`src/rtl/rx_case_fifo.sv`:
```
// Case-converting show-ahead FIFO sitting between the UART receiver and transmitter.
// Bytes are upper-cased or sentence-cased on entry; a full FIFO drops bytes and flags overflow.
module rx_case_fifo #(
    parameter  int DEPTH = 8,
    localparam int AW    = $clog2(DEPTH)
) (
    input  logic        i_clk,
    input  logic        i_rst_n,
    input  logic [7:0]  i_data,
    input  logic        i_valid,
    input  logic        i_mode,
    input  logic        i_clr_ovf,
    output logic [7:0]  o_data,
    output logic        o_valid,
    input  logic        i_ready,
    output logic [AW:0] o_count,
    output logic        o_overflow
);

    typedef enum logic {SOS, MID} state_e;

    state_e        state_q, state_d;
    logic [AW-1:0] wr_ptr_q, wr_ptr_d;
    logic [AW-1:0] rd_ptr_q, rd_ptr_d;
    logic [AW:0]   count_q, count_d;
    logic          ovf_q, ovf_d;
    logic [7:0]    hold_q, hold_d;
    logic [7:0]    mem [DEPTH];

    logic       is_upper, is_lower, is_term;
    logic [7:0] xform;
    logic       empty, full, pop, push, drop;

    assign is_upper = (i_data >= 8'h41) && (i_data <= 8'h5A);
    assign is_lower = (i_data >= 8'h61) && (i_data <= 8'h7A);
    assign is_term  = (i_data == 8'h2E) || (i_data == 8'h21) || (i_data == 8'h3F) ||
                      (i_data == 8'h0A) || (i_data == 8'h0D);

    // Sentence tracking runs on every strobe, even for bytes that get dropped.
    always_comb begin
        state_d = state_q;
        if (i_valid) begin
            if (is_upper || is_lower) state_d = MID;
            else if (is_term)         state_d = SOS;
        end
    end

    always_comb begin
        xform = i_data;
        if (!i_mode || state_q == SOS) begin
            if (is_lower) xform[5] = 1'b0;
        end else begin
            if (is_upper) xform[5] = 1'b1;
        end
    end

    assign empty = (count_q == '0);
    assign full  = (count_q == (AW+1)'(DEPTH));
    assign pop   = !empty && i_ready;
    // A pop frees the slot on the same edge, so a full FIFO can still accept.
    assign push  = i_valid && (!full || pop);
    assign drop  = i_valid && full && !pop;

    always_comb begin
        wr_ptr_d = wr_ptr_q;
        rd_ptr_d = rd_ptr_q;
        count_d  = count_q;
        hold_d   = hold_q;
        ovf_d    = ovf_q;
        if (push) wr_ptr_d = wr_ptr_q + AW'(1);
        if (pop) begin
            rd_ptr_d = rd_ptr_q + AW'(1);
            hold_d   = mem[rd_ptr_q];
        end
        case ({push, pop})
            2'b10:   count_d = count_q + (AW+1)'(1);
            2'b01:   count_d = count_q - (AW+1)'(1);
            default: count_d = count_q;
        endcase
        if (drop)           ovf_d = 1'b1;
        else if (i_clr_ovf) ovf_d = 1'b0;
    end

    always_ff @(posedge i_clk or negedge i_rst_n) begin
        if (!i_rst_n) begin
            state_q  <= SOS;
            wr_ptr_q <= '0;
            rd_ptr_q <= '0;
            count_q  <= '0;
            hold_q   <= 8'h00;
            ovf_q    <= 1'b0;
        end else begin
            state_q  <= state_d;
            wr_ptr_q <= wr_ptr_d;
            rd_ptr_q <= rd_ptr_d;
            count_q  <= count_d;
            hold_q   <= hold_d;
            ovf_q    <= ovf_d;
        end
    end

    always_ff @(posedge i_clk) begin
        if (push) mem[wr_ptr_q] <= xform;
    end

    // While empty, keep showing the byte most recently handed downstream.
    assign o_data     = empty ? hold_q : mem[rd_ptr_q];
    assign o_valid    = !empty;
    assign o_count    = count_q;
    assign o_overflow = ovf_q;

endmodule
```
`config.mk`:
```
export PLATFORM = sky130hd
export DESIGN_NAME = rx_case_fifo
export DESIGN_NICKNAME = d
export VERILOG_FILES = /design/src/rtl/rx_case_fifo.sv
export SDC_FILE = /design/constraint.sdc
export NUM_CORES = 1
export LEC_CHECK = 0
export CAP_MARGIN = 10
export CORE_ASPECT_RATIO = 0.5
export CORE_MARGIN = 5
export CORE_UTILIZATION = 60
export CTS_BUF_LIST = sky130_fd_sc_hd__clkbuf_8
export DETAILED_ROUTE_END_ITERATION = 8
export GPL_TIMING_DRIVEN = 0
export MAX_ROUTING_LAYER = met4
export PLACE_DENSITY = 0.82
export SLEW_MARGIN = 5
export SYNTH_ARGS = -nofsm -noshare
export SYNTH_HDL_FRONTEND = slang
export SYNTH_SLANG_ARGS = --single-unit
```
`constraint.sdc`:
```
create_clock -name i_clk -period 2.3 [get_ports i_clk]
set_input_delay 0.46 -clock i_clk [delete_from_list [all_inputs] [get_ports i_clk]]
set_output_delay 0.46 -clock i_clk [all_outputs]
set_load 0.1 [all_outputs]
```
==> metrics.md, run 1 <==
| Metric | Value |
|---|---|
| Commonest non-fill, non-tap cells in the layout | edfxtp_1, mux4_2, dfrtp_1 |
| DRC viols | 0 |
| Prevailing post-synth register cell | edfxtp_1 |
| Slowest CP cell | mux4_2 |
| First-pass GRT wire length | 12.6 mm |
| Post-layout minimum cycle time | 2550 ps |
| Reg2reg start | o_count[1] |
| Failing checks | setup timing |
| CTS Root Cell | clkbuf_8 |
| Slew Limit Fails | 0 |
| Die ar. | 7800 sq um |
| Pin count of the biggest net entering global routing | 21 |
| GR Overflow Total | 0 |
| PortBufs | 27 |
| Pre-CTS WS | -1150 ps |
| CTS buffer count | 9 |
| GPL Wtd Cong | 0.843 |
| Longest Clk Path Bufs | 2 |
| Dpl cells | 335 |
| Hold-fix buffers, CTS | 0 |
| H-tree levels | 3 |
| RSZ-0062 raised after global routing | true |
| Data required, critical path | 1840 ps |
| Die W | 120 um |
| Crit path to | o_data[0] |
| Gate Count Post-Synth | 231 |
| Crit path max fanout | 5 |
| Nets | 291 |
| Crit path launch | rd_ptr_q[0] |
| Clock latency on the worst-skew pair | 350 ps |
| Flops & latches, synth | 84 |
| I/O pins | 28 |
| Multi-input combinational cell area | 1390 sq um |
| Slew headroom | 0.309 |
| FF+latch area | 2430 sq um |
| Share of layout cells above drive strength 1 | 0.348 |
| CTS Sinks | 84 |
| Area after DPL | 4130 sq um |
| Initial DRC count | 197 |
| Final Instance Area | 4690 sq um |
| Endpoints failing hold | 0 |
| Crit-path cells | buf_6, clkbuf_16, mux4_2, mux2i_4, a21oi_4, buf_12 |
| Initial Util | 0.609 |
| DIE HEIGHT | 65 um |
| CP startpoint kind | flop |
| Post-DR wirelength/cell | 22.1 um |
| Initial DRT Pass Iterations | 4 |
| Worst reg2reg path depth | 8 |
| Total track usage | 0.229 |
| Final setup viols | 8 |
| Post-synthesis sequential area ratio | 0.667 |
| CTS tree | done |
| Synth Net Count | 248 |
| Library cells used by synthesis | 45 |
| Number of synthesized flops with an enable pin | 64 |
| Hold wc startpoint | hold_q[0] |
| Worst-path clk slew | 80 ps |
| Dpl hpwl | 4.94 mm |
| P&R area growth vs syn | 29.2% |
| Run status | finished, violations left |
| Initial antenna violation count | 0 |
| Slew of the pin with the lowest slew margin | 1030 ps |
| Setup Crit Path Kind | flop to primary output |
| Worst R2R Setup Slack | 200 ps |
| Ant. Diodes | 0 |
| Crit path arrival time | 2090 ps |
| Period utilization | 1.11 |
| Core footprint | 5960 sq um |
| Area contributors post-synth | edfxtp_1, dfrtp_1, mux4_2, mux2i_1, nor2_1 |
| Slowest cell delay on critical path | 520 ps |
| Reg2reg end | o_count[2] |
| Detail Route Antenna Nets | 0 |
| Synth warn | 0 |
| Worst Slack Setup Final | -249 ps |
| Filler cells | 304 |
| Row count | 20 |
| Final core occ | 0.787 |
| Setup Skew | 8.15 ps |
| Cell accounting for the most synthesized area | edfxtp_1 |
| Vias in the first global route | 2276 |
| Layout Cells excl Fill | 356 |
| Critical path capture point type | primary output |
| Routed wire length | 7.88 mm |
| Vias/cell | 6.25 |
| Max Cap Viol | 0 |
| Mapped Area | 3630 sq um |
| Peak Freq | 392 MHz |
| Area share of the largest cell type after synthesis | 0.529 |
| Post-synth ARST share | 0.238 |
| Syn avg cell area | 15.7 sq um |
| WHS Path Cells | 2 |
| Commonest non-fill, non-tap cell in the layout | edfxtp_1 |
| Hold/Removal Path Class | flop to flop |
| Vias | 2224 |
## layout make-up
class / count / area share
well taps: 77 / 0.0205
inverters: 6 / 0.00480
plain buffers: 7 / 0.0181
clock buffers: 9 / 0.0264
multi-input cells: 131 / 0.296
repair buffers: 35 / 0.105
clock inverters: 7 / 0.0117
flip-flops and latches: 84 / 0.518
## critical path, delay by kind of cell, from the launching register on
family	cells	cell delay (ps)
multiplexers	2	780
AO/OA/AOI/OAI	1	100
buffers and inverters	3	480
flip-flops	1	380
## registers in the layout (all words and copies together) (netlist names)
| name | cells |
|---|---|
| mem | 64 |
| hold_q | 8 |
| o_count | 4 |
| rd_ptr_q | 3 |
| wr_ptr_q | 3 |
| o_overflow | 1 |
| state_q | 1 |
## routing by layer
| metal | global-route usage | share of wire | vias up |
|---|---|---|---|
| met5 | - | 0 | - |
| met4 | 0.0970 | 0.025 | 0 |
| met3 | 0.0506 | 0.097 | 21 |
| met2 | 0.360 | 0.49 | 112 |
| met1 | 0.295 | 0.39 | 1103 |
| li1 | - | - | 988 |
## repair_timing
item | 4_1_cts | 5_1_grt
cloned | 1 | 1
endpoints found under the setup margin | 38 | 38
buffers inserted | 4 | 2
resized for setup | 120 | 18
pin swaps | 4 | 7
## stage by stage
| stage | hold slack (ps) | setup TNS, ps |
|---|---|---|
| finish | 506 | -1730 |
| global route | 551 | -2280 |
| CTS | 490 | -1940 |
| detailed placement | 471 | -34720 |
| global placement | 463 | -30550 |
| floorplan | 164 | -2690 |
## Yosys cell counts (all sizes together), types with 3 or more instances
| cell type | instances |
|---|---|
| buf | 8 |
| xnor2 | 5 |
| a21oi | 14 |
| o211ai | 3 |
| nor3 | 3 |
| a31oi | 3 |
| ha | 3 |
| o21ai | 9 |
| nand2b | 5 |
| mux4 | 16 |
| mux2i | 8 |
| nor2 | 19 |
| dfrtp | 20 |
| mux2 | 3 |
| edfxtp | 64 |
| nand2 | 14 |
| inv | 6 |
## kinds of logic (layout without fill, tap and decap cells)
family / after synthesis / in the layout / synth area share
adders and majority gates: 3 / 3 / 0.0103
buffers and inverters: 16 / 64 / 0.0221
xor gates and xnor gates: 7 / 7 / 0.0169
AOI/OAI and AO/OA: 39 / 39 / 0.0762
DFF: 84 / 84 / 0.667
and+or+nand+nor: 55 / 55 / 0.0765
muxes: 27 / 27 / 0.131
## how the worst min path moves through the flow
stage / end / slack (ps)
after floorplan: hold_q[0] / 160
after global placement: hold_q[7] / 460
after detailed placement: hold_q[0] / 470
after CTS: hold_q[0] / 490
after global routing: hold_q[0] / 550
final: hold_q[0] / 510
Power of run 1 is not shown: default switching activity piles up to over one toggle a cycle in this logic, so the estimate is an artifact.
==> run 2: changes to the inputs <==
--- a/config.mk
+++ b/config.mk
@@ -11,6 +11,7 @@
 export CORE_UTILIZATION = 60
 export CTS_BUF_LIST = sky130_fd_sc_hd__clkbuf_8
 export DETAILED_ROUTE_END_ITERATION = 8
+export GPL_ROUTABILITY_DRIVEN = 0
 export GPL_TIMING_DRIVEN = 0
 export MAX_ROUTING_LAYER = met4
 export PLACE_DENSITY = 0.82
==> results of run 2 <==
No change in the layout: final DEF, timing and power equal those of run 1.
Power of run 2 is left out for the same reason.
==> edit: new RTL, config.mk and constraints of run 1 <==
Register the input `i_mode` before use, cleared by the reset. The logic sees it one clock later. The other inputs are not delayed to match.
--- a/src/rtl/rx_case_fifo.sv
+++ b/src/rtl/rx_case_fifo.sv
@@ -20,2 +20,12 @@
     typedef enum logic {SOS, MID} state_e;
+
+    logic i_mode_q;
+
+    always_ff @(posedge i_clk or negedge i_rst_n) begin
+        if (!i_rst_n) begin
+            i_mode_q <= '0;
+        end else begin
+            i_mode_q <= i_mode;
+        end
+    end
 
@@ -49,3 +59,3 @@
         xform = i_data;
-        if (!i_mode || state_q == SOS) begin
+        if (!i_mode_q || state_q == SOS) begin
             if (is_lower) xform[5] = 1'b0;
Check against the original RTL: not equivalent (a bounded check fails within 4 cycles, from zero or initial values and one cycle with i_rst_n low).
==> edit against run 1 <==
The run still ends with setup timing left. Setup slack got worse by 0.030 ns. Maximum frequency fell by 1.1%. Sequential cell count rose by 1. Design area rose by 0.37%. Largest cell class unchanged. Wire length rose by 1.9%. Synthesized area rose by 1.3%. First-iteration DRC count rose by 62%.
Power is not shown: default switching activity piles up to over one toggle a cycle in this logic, so the estimate is an artifact.
==> edit: results (changes against run 1) <==
Clock tree:
- The later-pin clock latency in the skew report is 0.37 ns (was 0.35 ns).

Worst setup path:
- The worst stage delay on the critical path is 0.54 ns (was 0.52 ns).
- The number of cells traversed by the worst register-to-register path is 4 (was 8).
- The data arrival at the endpoint of the critical path came to 2.12 ns (was 2.09 ns).
- The capturing point of the worst reg2reg path is mem[5][6] (was o_count[2]).
- The reg2reg setup slack is 0.17 ns (was 0.20 ns).

Run status:
- Failing checks: setup timing (unchanged).
- Run status: finished with violations (unchanged).

Routing:
- The met2 wire length came to 3840 µm (about the same).
- The routed metal-1 wirelength came to 3560 µm (was 3080 µm).
- The first-pass iteration count of the detailed router was 5 (was 4).
- The violation count after the first detailed-route iteration is 319 (was 197).

Logic synthesis:
- Largest cells by area after synthesis: sky130_fd_sc_hd__edfxtp_1 (52%), sky130_fd_sc_hd__dfrtp_1 (14%), sky130_fd_sc_hd__mux4_2 (6.7%) (was sky130_fd_sc_hd__edfxtp_1 (53%), sky130_fd_sc_hd__dfrtp_1 (14%), sky130_fd_sc_hd__mux4_2 (9.9%)).
- The number of nets in the synthesized netlist was 252 (was 248).
- Synth cell count leaders: sky130_fd_sc_hd__edfxtp_1 (64), sky130_fd_sc_hd__dfrtp_1 (21), sky130_fd_sc_hd__nand2_1 (16), sky130_fd_sc_hd__nor2_1 (14), sky130_fd_sc_hd__a21oi_1 (12) (was sky130_fd_sc_hd__edfxtp_1 (64), sky130_fd_sc_hd__dfrtp_1 (20), sky130_fd_sc_hd__nor2_1 (19), sky130_fd_sc_hd__mux4_2 (16), sky130_fd_sc_hd__nand2_1 (14)).
- The proportion of register bits with asynchronous set or reset after synthesis is 24.7% (was 23.8%).

Global route:
- The met1 track utilization from global routing is 31.5% (was 29.5%).
- The met3 track utilization from global routing is 6.53% (was 5.06%).
- The maximum number of pins on one net before global-route repair is 22 (was 21).
- The global-route wire length before repair is 12600 µm (about the same).
- The overall track demand over capacity in global routing was 22.9% (about the same).
- The number of global-route vias before repair came to 2213 (was 2276).

Placed design:
- The global placement routability congestion was 0.861 (was 0.843).

Final layout:
- The number of inserted filler cells in the final layout is 330 (was 304).
- The number of flip-flops and latches was 85 (was 84).
- The total of plain and repair buffers excluding clock buffers was 48 (was 42).
- The fraction of area in clock buffers and inverters came to 4.39% (was 3.82%).

Timing:
- The clock skew is 0.0106 ns (was 0.00815 ns).
- The final setup violation count is 13 (was 8).
- The minimum setup slack in the final design is -0.278 ns (was -0.249 ns).
edit: worst register-to-register path, delay by kind of cell, from the launching register on:
family | cells | cell delay, ns
AND/OR/NAND/NOR | 3 | 1.03
AO/OA/AOI/OAI | 1 | 0.27
flip-flops | 1 | 0.47
edit: what timing repair did:
| action | CTS | global route |
|---|---|---|
| pin swaps | 7 | 2 |
| setup endpoints to repair | 48 | 47 |
| setup buffers | 4 | 2 |
| gates cloned | 1 | 0 |
| gates resized for setup | 117 | 10 |
| hold buffers | 0 | 0 |
edit: logic make-up (layout without fill, tap and decap cells):
family                     after synthesis  in the layout  share of synthesized area [%]
adders and majority gates                3              3                           1.02
AOI/OAI and AO/OA                       39             39                           6.33
buffers and inverters                   17             70                           2.86
xor gates and xnor gates                 7              7                           1.67
muxes                                   27             27                           13.4
DFF                                     85             85                           66.6
and+or+nand+nor                         57             57                           8.20
edit: worst max-delay path by stage:
stage          slack (ns)  cells past startpoint   endpoint
2_1_floorplan       -0.17                      5  o_data[0]
3_3_place_gp        -0.87                      6  o_data[1]
3_5_place_dp        -0.90                      6  o_data[1]
4_1_cts             -0.28                      6  o_data[1]
5_1_grt             -0.34                      6  o_data[1]
6_report            -0.28                      6  o_data[0]
edit: stage by stage:
stage               utilization [%]  setup TNS (ns)  setup WS, ns  area, µm²  instances
floorplan                         -           -1.32        -0.171       3800        235
global placement               69.5          -41.77        -0.873       4170        339
detailed placement             69.9          -33.14        -0.904       4200        343
CTS                            77.9           -1.97        -0.276       4680        364
global route                   78.4           -2.81        -0.343       4710        365
finish                         78.4           -2.01        -0.278       4710        365
